==> src/rtl/wide_load_sequencer_pkg.sv <==
// Shared types and constants for the wide-load sequencer: requester indices,
// FSM state encoding and an index-width helper.
package wide_load_sequencer_pkg;

  localparam int NUM_REQ = 3;

  localparam int REQ_IR  = 0;
  localparam int REQ_MAR = 1;
  localparam int REQ_JR  = 2;

  typedef enum logic [2:0] {
    IDLE,
    RD_HI,
    LD_HI,
    RD_LO,
    LD_LO,
    DONE
  } state_e;

  function automatic int idx_width(input int n);
    return (n > 1) ? $clog2(n) : 1;
  endfunction

endpackage

==> src/rtl/wide_load_sequencer_rr_arbiter.sv <==
// Round-robin selector: scans requests starting at the pointer and returns the
// first hit as a one-hot grant plus its index.
module rr_arbiter #(
  parameter int N     = 3,
  parameter int IDX_W = 2
) (
  input  logic [N-1:0]     req_i,
  input  logic [IDX_W-1:0] ptr_i,
  output logic [N-1:0]     grant_o,
  output logic [IDX_W-1:0] idx_o
);

  logic found;
  int   j;

  always_comb begin
    // NOTE: every output and temporary gets a default before the loop so no
    // path leaves a value unassigned, which would otherwise infer a latch.
    grant_o = '0;
    idx_o   = '0;
    found   = 1'b0;
    j       = 0;
    for (int k = 0; k < N; k++) begin
      j = int'(ptr_i) + k;
      if (j >= N) j = j - N;
      if (!found && req_i[IDX_W'(j)]) begin
        found                 = 1'b1;
        grant_o[IDX_W'(j)]    = 1'b1;
        idx_o                 = IDX_W'(j);
      end
    end
  end

endmodule

==> src/rtl/wide_load_sequencer.sv <==
// Serves 16-bit register loads from a byte-wide memory: two byte reads per
// grant, each followed by a one-cycle high/low load strobe, then a done pulse.
module wide_load_sequencer #(
  parameter int NUM_REQ = wide_load_sequencer_pkg::NUM_REQ,
  parameter int ADDR_W  = 16
) (
  input  logic                      clock,
  input  logic                      reset,
  input  logic [NUM_REQ-1:0]        req,
  input  logic [NUM_REQ*ADDR_W-1:0] req_addr,
  output logic                      mem_req,
  output logic [ADDR_W-1:0]         mem_addr,
  input  logic                      mem_ready,
  input  logic [7:0]                mem_rdata,
  output logic [7:0]                halfvalue_out,
  output logic [NUM_REQ-1:0]        loadhigh,
  output logic [NUM_REQ-1:0]        loadlow,
  output logic [NUM_REQ-1:0]        done
);

  import wide_load_sequencer_pkg::*;

  localparam int IDX_W = idx_width(NUM_REQ);

  state_e              state_q, state_d;
  logic [IDX_W-1:0]    idx_q, idx_d;
  logic [IDX_W-1:0]    ptr_q, ptr_d;
  logic [ADDR_W-1:0]   base_q, base_d;
  logic [7:0]          data_q, data_d;

  logic [NUM_REQ-1:0]  grant;
  logic [IDX_W-1:0]    grant_idx;
  logic [ADDR_W-1:0]   grant_addr;

  rr_arbiter #(
    .N     (NUM_REQ),
    .IDX_W (IDX_W)
  ) u_arb (
    .req_i   (req),
    .ptr_i   (ptr_q),
    .grant_o (grant),
    .idx_o   (grant_idx)
  );

  always_comb begin
    grant_addr = '0;
    for (int i = 0; i < NUM_REQ; i++) begin
      if (grant[i]) grant_addr = req_addr[i*ADDR_W +: ADDR_W];
    end
  end

  always_ff @(posedge clock) begin
    // NOTE: non-blocking assignments so all registers update from the same
    // pre-edge values regardless of statement order.
    if (reset) begin
      state_q <= IDLE;
      idx_q   <= '0;
      ptr_q   <= '0;
      base_q  <= '0;
      data_q  <= '0;
    end else begin
      state_q <= state_d;
      idx_q   <= idx_d;
      ptr_q   <= ptr_d;
      base_q  <= base_d;
      data_q  <= data_d;
    end
  end

  // Index and base are latched only at grant, so later req/req_addr changes
  // cannot disturb a transaction in flight.
  always_comb begin
    state_d = state_q;
    idx_d   = idx_q;
    ptr_d   = ptr_q;
    base_d  = base_q;
    data_d  = data_q;
    unique case (state_q)
      IDLE: begin
        if (grant != '0) begin
          idx_d   = grant_idx;
          base_d  = grant_addr;
          state_d = RD_HI;
        end
      end
      RD_HI: begin
        if (mem_ready) begin
          data_d  = mem_rdata;
          state_d = LD_HI;
        end
      end
      LD_HI: state_d = RD_LO;
      RD_LO: begin
        if (mem_ready) begin
          data_d  = mem_rdata;
          state_d = LD_LO;
        end
      end
      LD_LO: state_d = DONE;
      DONE: begin
        ptr_d   = (idx_q == IDX_W'(NUM_REQ - 1)) ? '0 : idx_q + IDX_W'(1);
        state_d = IDLE;
      end
      default: state_d = IDLE;
    endcase
  end

  always_comb begin
    mem_req       = 1'b0;
    mem_addr      = '0;
    halfvalue_out = '0;
    loadhigh      = '0;
    loadlow       = '0;
    done          = '0;
    unique case (state_q)
      RD_HI: begin
        mem_req  = 1'b1;
        mem_addr = base_q;
      end
      LD_HI: begin
        loadhigh[idx_q] = 1'b1;
        halfvalue_out   = data_q;
      end
      RD_LO: begin
        mem_req  = 1'b1;
        mem_addr = base_q + ADDR_W'(1);
      end
      LD_LO: begin
        loadlow[idx_q] = 1'b1;
        halfvalue_out  = data_q;
      end
      DONE:    done[idx_q] = 1'b1;
      default: ;
    endcase
  end

endmodule

==> config.mk <==
export PLATFORM = sky130hd
export DESIGN_NAME = wide_load_sequencer
export DESIGN_NICKNAME = d
export VERILOG_FILES = /design/src/rtl/wide_load_sequencer_pkg.sv /design/src/rtl/wide_load_sequencer_rr_arbiter.sv /design/src/rtl/wide_load_sequencer.sv
export SDC_FILE = /design/constraint.sdc
export NUM_CORES = 1
export LEC_CHECK = 0
export BUFFER_PORTS_ARGS = -buffer_cell sky130_fd_sc_hd__buf_2
export CORE_MARGIN = 10
export CORE_UTILIZATION = 44
export CTS_BUF_LIST = sky130_fd_sc_hd__clkbuf_4 sky130_fd_sc_hd__clkbuf_8
export DETAILED_ROUTE_END_ITERATION = 7
export GPL_ROUTABILITY_DRIVEN = 0
export PLACE_DENSITY = 0.73
export REMOVE_ABC_BUFFERS = 1
export SETUP_SLACK_MARGIN = 0.05
export SLEW_MARGIN = 20
export SYNTH_ARGS = -nofsm -noshare
export SYNTH_HDL_FRONTEND = slang
export SYNTH_HIERARCHICAL = 1
export SYNTH_SLANG_ARGS = --single-unit
==> constraint.sdc <==
create_clock -name clock -period 4.9 [get_ports clock]
set_input_delay 0.49 -clock clock [delete_from_list [all_inputs] [get_ports clock]]
set_output_delay 0.49 -clock clock [all_outputs]
set_load 0.01 [all_outputs]
==> flow_summary.json <==
{
  "rsz0062_at_grt": "no",
  "hold_buffers": 0,
  "die_w_um": 91.8,
  "hold_path_class": "flop to flop",
  "die_y_um": 91.8,
  "yosys.cell_count.top_type": "nand2_1",
  "slew_violations": 0,
  "grt_use_total_pct": 15.9,
  "yosysTopAreaCell": "dfxtp_1",
  "post_synth_fa_ha_maj_area_fraction_pct": 2.76,
  "multi_input_area_sq_mm": 0.00152,
  "muxShareOfSynthArea_pct": 2.26,
  "via_per_inst": 5.26,
  "synth_seq_cells": 31,
  "cts_tree": "done",
  "drc": 0,
  "grt_pass1_wl_um": 11400,
  "netlist.area_leader.share_pct": 27.3,
  "area_growth_pct": 25.7,
  "crit_arrival_ns": 3.24,
  "regArea_sq_um": 621,
  "setup_tns_ns": 0,
  "io_buffers": 95,
  "gr-usage-met3_pct": 4.48,
  "cp_max_fo": 15,
  "async_flop_share_pct": 0,
  "antenna_left": 0,
  "drive_gt1_share_pct": 29.6,
  "synthTopCellsByCount": "nand2_1 (43), a21oi_1 (38), dfxtp_1 (31), nand3_1 (31), nor2_1 (25)",
  "synth_edf_count": 0,
  "fin_nets": 464,
  "ctsLongestPathBuffers": 2,
  "top_usage_layer": "met2",
  "synth_top_family_by_area": "simple AND/OR/NAND/NOR gates",
  "fmax_mhz": 330,
  "hold_violations": 0,
  "wl_per_cell_um": 14.6,
  "grt_util_met2_pct": 27.0,
  "ys.flop_type": "dfxtp_1",
  "syn_area_sq_mm": 0.00227,
  "first_global_vias": 2443,
  "synth_xor_area_share_pct": 4.24,
  "reg2reg_depth": 10,
  "min_period_ns": 3.03,
  "final.fill_count": 511,
  "met1_usage_pct": 18.9,
  "avgSynthCellArea_sq_um": 7.25,
  "dr.pass1.iters": 4,
  "cts_made_buffers": 5,
  "grt_max_degree": 34,
  "power_mw": 0.668,
  "vdd_drop_max_mv": 0.101,
  "clk_pin_slew_worst_paths_ns": 0.07,
  "synth-simple-area-share_pct": 36.9,
  "startpoint_type": "flop",
  "diodes": 0,
  "start_util_pct": 45.0,
  "critPathRequiredTime_ns": 5.11,
  "synth_compound_area_share_pct": 20.7,
  "insertion_delay_ns": 0.29,
  "fin_crit_sh_pct": 61.9,
  "dieArea_sq_mm": 0.00843,
  "dp.cells": 460,
  "num_rows": 26,
  "antenna_found_initial": 0,
  "drv_cap": 0,
  "cts-root-buf": "clkbuf_8",
  "drt_wl_total_um": 6820,
  "slew_headroom_pct": 50.2,
  "cts-resized-gates": 0,
  "dp_hpwl_um": 5090,
  "core-area_sq_mm": 0.00504,
  "finalSetupViolCount": 0,
  "worstHoldPathCells": 2,
  "drt_iter0_drc": 77,
  "netlist_instances": 313,
  "p_per_area_mw_per_mm2": 234,
  "placed_cell_area_sq_mm": 0.00275,
  "worst_setup_path_end_kind": "flop",
  "h-tree-depth": 2,
  "routed-via-count": 2462,
  "critPathKind": "flop to flop",
  "fin_worst_skew_ns": 0.00626,
  "globalRoute.totalOverflow": 0,
  "seq_area_frac_synth_pct": 27.3,
  "final_cells": 468,
  "ys_warn_count": 6,
  "cts_sinks": 31,
  "synth_area_leaders": "dfxtp_1 (27%), a21oi_1 (8.4%), nand2_1 (7.1%)",
  "io_pins": 96,
  "outcome": "complete, no violations",
  "tightest_slew_ns": 0.743,
  "fin_area_sq_mm": 0.00285,
  "ys_types": 47,
  "post_cts_buffers": 0,
  "leakage_nw": 1.23
}
flip-flops by register name, summed over array words and instances (netlist names):
register / flops
idx_q: 2
base_q: 16
ptr_q: 2
state_q: 3
data_q: 8
stage by stage:
stage | hold slack, ns | util (%) | worst slack, ns
finish | 0.448 | 56.6 | 1.87
detailed placement | 0.443 | 54.5 | 1.94
global placement | 0.437 | 54.5 | 1.71
global route | 0.458 | 56.6 | 1.60
CTS | 0.443 | 56.6 | 1.92
floorplan | 0.426 | - | 1.51
cells in the final DEF, fill, tap and decap left out, drive strengths merged, types with 2 or more instances in the layout:
cell type and count:
buf 98, nand2 44, a21oi 38, nand3 31
dfxtp 31, nor2 25, nand2b 22, a221o 15
nor3 8, and2 8, clkbuf 8, xor2 7
inv 6, o21ai 6, ha 5, and3 5
nand4 4, mux2i 4, xnor2 4, nor2b 4
nand3b 3, o31ai 3, or4 2, a31oi 2
nor4 2
worst max-delay path, cell delays in order, from the launching register on:
cell      delay (ns)
dfxtp_1         0.38
inv_1           0.08
ha_1            0.37
or3b_1          0.40
a21boi_0        0.19
o31ai_1         0.10
a22oi_1         0.26
nor2b_2         0.69
a221o_1         0.25
nand3_1         0.09
a21oi_1         0.15
cell families (layout without fill, tap and decap cells):
logic type,count (synthesis),after routing
AOI/OAI and AO/OA,71,71
xor gates and xnor gates,11,11
adders and majority gates,5,5
buffers and inverters,27,112
DFF,31,31
muxes,5,5
and+or+nand+nor,163,163
per-layer routing:
metal,share of wire [%],up-vias
li1,-,1275
met1,45,1106
met2,46,76
met3,7.7,5
met4,1.2,0
met5,0,-
worst paths after layout:
path / slack (ns) / startpoint / end
worst min register to register: 0.45 / data_q[5] / data_q[5]
worst max-delay path: 1.87 / ptr_q[0] / base_q[0]
worst min-delay path: 0.45 / data_q[5] / data_q[5]
worst max register to register: 1.87 / ptr_q[0] / base_q[0]
layout make-up:
cell class	count	area share, %
tap	70	3.07
multi-input combinational	255	53.3
sequential	31	21.7
timing repair buffer	98	17.4
inverter	6	0.789
clock buffer	8	3.64
power by group:
part	internal [mW]	switching (mW)	leakage (nW)
combinational	0.0643	0.0821	0.922
sequential	0.269	0.0220	0.253
clock	0.134	0.0969	0.0549
(Power assumes the default switching activity.)
